==> src/rtl/stage3_infer_ctrl.sv <==
// Frame sequencer for the stage-3 classifier: gates N_BEATS ReLU beats, then waits for a result or times out.
// Beat path has 1-cycle registered latency; the result FIFO is first-word-fall-through and drops pushes when full.
module stage3_infer_ctrl #(
  parameter int         IN_W       = 16,
  parameter int         N_BEATS    = 36,
  parameter int         TIMEOUT    = 64,
  parameter int         FIFO_DEPTH = 4,
  parameter logic [7:0] ERR_CHAR   = 8'h3F
) (
  input  logic            clk,
  input  logic            reset_n,
  input  logic            i_start,
  output logic            o_busy,
  input  logic            i_relu_valid,
  input  logic [IN_W-1:0] i_relu_data,
  output logic            o_cnn_valid,
  output logic [IN_W-1:0] o_cnn_data,
  input  logic            i_cnn_valid,
  input  logic [7:0]      i_cnn_alpha,
  output logic            o_char_valid,
  output logic [7:0]      o_char,
  input  logic            i_char_ready,
  output logic            o_timeout,
  output logic            o_drop
);

  localparam int BW = (N_BEATS > 1) ? $clog2(N_BEATS) : 1;
  localparam int WW = $clog2(TIMEOUT);
  localparam int PW = (FIFO_DEPTH > 1) ? $clog2(FIFO_DEPTH) : 1;
  localparam int CW = PW + 1;
  localparam logic [BW-1:0] LAST_BEAT = BW'(N_BEATS - 1);
  localparam logic [WW-1:0] LAST_WAIT = WW'(TIMEOUT - 1);
  localparam logic [CW-1:0] FULL_CNT  = CW'(FIFO_DEPTH);

  typedef enum logic [1:0] {IDLE, FEED, WAIT} state_t;

  state_t          state_q, state_d;
  logic [BW-1:0]   beat_cnt;
  logic [WW-1:0]   wait_cnt;
  logic            push;
  logic [7:0]      push_char;
  logic            timeout_hit;

  logic [7:0]      mem [FIFO_DEPTH];
  logic [PW-1:0]   wr_ptr, rd_ptr;
  logic [CW-1:0]   count;
  logic            fifo_full, fifo_empty, pop, wr_en;

  always_comb begin
    state_d     = state_q;
    push        = 1'b0;
    push_char   = ERR_CHAR;
    timeout_hit = 1'b0;
    case (state_q)
      IDLE: if (i_start) state_d = FEED;
      FEED: if (i_relu_valid && beat_cnt == LAST_BEAT) state_d = WAIT;
      WAIT: begin
        // A result arriving in the final wait cycle still beats the timeout.
        if (i_cnn_valid) begin
          push      = 1'b1;
          push_char = i_cnn_alpha;
          state_d   = IDLE;
        end else if (wait_cnt == LAST_WAIT) begin
          push        = 1'b1;
          timeout_hit = 1'b1;
          state_d     = IDLE;
        end
      end
      default: state_d = IDLE;
    endcase
  end

  always_ff @(posedge clk) begin
    if (reset_n) begin
      state_q     <= IDLE;
      beat_cnt    <= '0;
      wait_cnt    <= '0;
      o_cnn_valid <= 1'b0;
      o_cnn_data  <= '0;
      o_timeout   <= 1'b0;
    end else begin
      state_q     <= state_d;
      o_cnn_valid <= (state_q == FEED) && i_relu_valid;
      o_timeout   <= timeout_hit;
      if (state_q == FEED) o_cnn_data <= i_relu_data;
      if (state_q == IDLE && i_start) beat_cnt <= '0;
      else if (state_q == FEED && i_relu_valid) beat_cnt <= beat_cnt + BW'(1);
      if (state_q == FEED) wait_cnt <= '0;
      else if (state_q == WAIT) wait_cnt <= wait_cnt + WW'(1);
    end
  end

  assign o_busy = (state_q != IDLE);

  // Result queue: runs independently of the FSM so a stalled consumer never blocks a frame.
  assign fifo_empty   = (count == '0);
  assign fifo_full    = (count == FULL_CNT);
  assign pop          = !fifo_empty && i_char_ready;
  assign wr_en        = push && (!fifo_full || pop);
  assign o_char_valid = !fifo_empty;
  assign o_char       = mem[rd_ptr];

  always_ff @(posedge clk) begin
    if (reset_n) begin
      wr_ptr <= '0;
      rd_ptr <= '0;
      count  <= '0;
      o_drop <= 1'b0;
      for (int i = 0; i < FIFO_DEPTH; i++) mem[i] <= '0;
    end else begin
      o_drop <= push && fifo_full && !pop;
      if (wr_en) begin
        mem[wr_ptr] <= push_char;
        wr_ptr      <= wr_ptr + PW'(1);
      end
      if (pop) rd_ptr <= rd_ptr + PW'(1);
      count <= count + CW'(wr_en) - CW'(pop);
    end
  end

endmodule

==> config.mk <==
export PLATFORM = sky130hd
export DESIGN_NAME = stage3_infer_ctrl
export DESIGN_NICKNAME = d
export VERILOG_FILES = /design/src/rtl/stage3_infer_ctrl.sv
export SDC_FILE = /design/constraint.sdc
export NUM_CORES = 1
export LEC_CHECK = 0
export BUFFER_PORTS_ARGS = -buffer_cell sky130_fd_sc_hd__buf_2
export CORE_ASPECT_RATIO = 1.1
export CORE_MARGIN = 1
export CORE_UTILIZATION = 50
export DETAILED_ROUTE_END_ITERATION = 6
export PLACE_DENSITY = 0.74
export SYNTH_ARGS = -nofsm -noshare
export SYNTH_HDL_FRONTEND = slang
export SYNTH_SLANG_ARGS = --single-unit
==> constraint.sdc <==
create_clock -name clk -period 2.55 [get_ports clk]
set_clock_uncertainty 0.2 [all_clocks]
set_input_delay 0.1275 -clock clk [delete_from_list [all_inputs] [get_ports clk]]
set_output_delay 0.1275 -clock clk [all_outputs]
set_load 0.02 [all_outputs]
==> metrics.cfg <==
[sta]
fin_crit_sh_pct = 97.7
hold_violations = 0
hold_ws_ps = 42.7
slew_viol_final = 0
final.min_clock_period_ps = 2490
setup_viol = 0
setup_ws_ps = 57.5
worstMarginPinSlew_ps = 553
rsz0062_at_grt = true
maxSlewHeadroom_pct = 63.1
fmax_mhz = 401

[worst_setup_path]
crit_fanout = 2
rr_worst_depth = 12
criticalPathCategory = reg -> reg
cp-end-kind = flop
arrival_ps = 2500
r2r_slack_ps = 60
rr_startpoint = count[1]
r2r_end = count[2]
crit_required_ps = 2560
worstSetupStartpointType = flop

[floorplanning]
start_util_pct = 51.8
ios = 59
die_width_um = 78.4
die_h_um = 86.0
core_um2 = 6190
rows = 30
die-area_um2 = 6740

[clocking]
cts_buffers = 9
clockBufferDepth = 2
cts.sinks = 74
insertion_delay_ps = 340
htree_levels = 3
clockRootBuffer = clkbuf_8
cts_tree = built
cts.clk_slew.worst_paths_ps = 70

[route]
wl_met2_mm = 3.54
drt_pass1_iterations = 4
wl_met3_um = 375
num_vias = 2569
routed.top_layer = met4
antenna_left = 0
first_iter_violations = 149
drc_errors = 0
via_per_inst = 5.28
m1WireLength_mm = 2.74
avgRoutedWirePerCell_um = 14.1
routed_wl_mm = 6.85

[logic_synthesis]
syn_avg_cell_area_um2 = 10.6
synthArstFlopShare_pct = 0
syn_nets = 339
yosysWarningCount = 0
yosysUniqueCellTypes = 46
synth_seq_cells = 74
netlist_instances = 304
synth_area_um2 = 3210
ys_seq_area_share_pct = 56.2
synth_edf_count = 32
synth_flop_cell = dfxtp_1

[pwr]
powerDensity_nw_per_um2 = 591
p_leak_uw = 0.00163
sw_frac_of_total_pct = 22.7
clockPowerShare_pct = 39.5
switchingPower_uw = 560
intPower_uw = 1910
ir_worst_vdd_v = 0.000534
power_frac_comb_pct = 8.4
seqPwrFrac_pct = 52.1

[final_layout]
drive_gt1_share_pct = 29.2
area_growth_pct = 30.4
stdcell_count = 487
finish.net_count = 437
diodes = 0

[global_route]
grt_use_total_pct = 22.0
antenna_found_initial = 0
grt_start_max_net_pins = 30
grt_overflow = 0
grt_pass1_wl_mm = 11.3
grt_pass1_vias = 2540

[hold_path]
hold_depth = 2
min_from = reset_n
hp-class = in -> reg
min_to = count[1]

[status]
outcome = complete, no violations

[placement]
io_buffers = 58
dp_hpwl_mm = 4.49
place_congestion = 0.785
dp_cells = 444
dp_worst_setup_slack_ps = -55.2

[flow_run]
maxCapViolations = 0

-- sequential cells by signal, indices dropped and copies added, names as in the netlist, 2 cells and up, named ones only --
register and cells:
wr_ptr 2, mem 32, wait_cnt 6, o_cnn_data 16, beat_cnt 6, rd_ptr 2
state_q 2, count 3
-- routing by layer --
layer / vias to the layer above / GRT usage [%]
met5: - / 0
met4: 0 / 12.0
met3: 15 / 4.15
met2: 100 / 39.2
met1: 1203 / 24.6
li1: 1251 / -
-- power groups by stage --
stage | clock [uW] | combinational (uW) | sequential, uW
floorplan | 0 | 82.6 | 1330
global placement | 0 | 170 | 1310
detailed placement | 0 | 173 | 1320
CTS | 992 | 205 | 1290
global route | 1030 | 224 | 1290
finish | 976 | 207 | 1290
-- Yosys cell counts, types with 5 or more instances --
library cell  instances  area, um2
inv_1                 7       26.3
o21a_1                6       45.0
clkbuf_1              7       26.3
o21ai_0               7       35.0
nor2b_1               7       43.8
edfxtp_1             32        961
xor2_1                5       43.8
dfxtp_1              42        841
xnor2_1               5       43.8
nand2_1              41        154
nor3_1               10       50.1
nor2_1               41        154
a21oi_1              24        120
nand2b_1              7       43.8
buf_2                 5       25.0
mux4_2                8        180
nand3_2               5       50.1
-- cells in the final DEF, fill, tap and decap left out, types with 2 or more instances in the layout --
cell type,count
nand2b_1,7
a21o_1,3
inv_1,7
ha_1,3
mux4_2,8
xnor2_1,5
a21oi_1,24
nand3_1,3
buf_2,58
o21ai_0,7
bufinv_16,2
xor2_1,4
nand2_1,41
nand4_1,3
edfxtp_1,32
dlygate4sd3_1,27
nor4_1,3
dfxtp_1,39
nor2b_1,7
or3_1,3
nand3_2,6
dfxtp_2,2
clkbuf_8,9
nor2_1,41
clkinvlp_4,2
o21a_1,6
buf_4,17
o21ai_1,3
nor3_1,10
-- logic make-up (layout without fill, tap and decap cells) --
| family | after synthesis | after routing | share of synthesized area (%) |
|---|---|---|---|
| simple gates | 133 | 133 | 20.6 |
| buf+inv | 23 | 126 | 3.24 |
| flops | 74 | 74 | 56.2 |
| xor+xnor | 10 | 10 | 2.73 |
| compound gates | 50 | 50 | 9.13 |
| fa+ha+maj | 5 | 5 | 2.18 |
| mux | 9 | 9 | 5.97 |
-- how the worst max path moves through the flow --
stage / cells after the start / startpoint / slack [ps] / to
CTS: 13 / wait_cnt[0] / 10 / count[2]
finish: 12 / count[1] / 60 / count[2]
floorplan: 13 / count[1] / -9 / count[2]
detailed placement: 12 / count[1] / -60 / count[2]
global placement: 12 / count[1] / -6 / count[2]
global route: 13 / wait_cnt[0] / -100 / count[2]
-- stage by stage --
| stage | TNS, ps | area, um2 | util [%] | power, uW |
|---|---|---|---|---|
| 6_report | 0 | 4180 | 67.6 | 2470 |
| 5_1_grt | -96.8 | 4180 | 67.6 | 2550 |
| 4_1_cts | 0 | 4160 | 67.1 | 2490 |
| 3_5_place_dp | -55.2 | 3660 | 59.1 | 1490 |
| 3_3_place_gp | -5.56 | 3660 | 59.1 | 1480 |
| 2_1_floorplan | -9.25 | 3220 | - | 1410 |
-- worst max-delay path, stage by stage, from the launching register on --
cell,delay (ps)
dfxtp_2,320
or4b_4,560
nand2_8,90
nor2_4,30
inv_1,40
ha_1,210
inv_1,50
ha_1,130
inv_1,50
fa_2,350
xor2_2,150
xnor2_1,130
nor2_1,50
-- layout make-up --
cell class | instances | area (um2)
inverter | 8 | 30.0
multi-input combinational | 207 | 1340
timing repair buffer | 102 | 688
tap | 80 | 100
clock inverter | 7 | 93.8
fill | 488 | 2010
clock buffer | 9 | 124
sequential | 74 | 1810
-- repair_timing --
item / CTS / global route
endpoints found under the hold margin: 48 / 0
setup buffers: 0 / 0
endpoints found under the setup margin: 1 / 1
pin swaps: 1 / 1
hold buffers: 27 / 0
resized for setup: 4 / 4
Power figures use the tool's default switching activity.
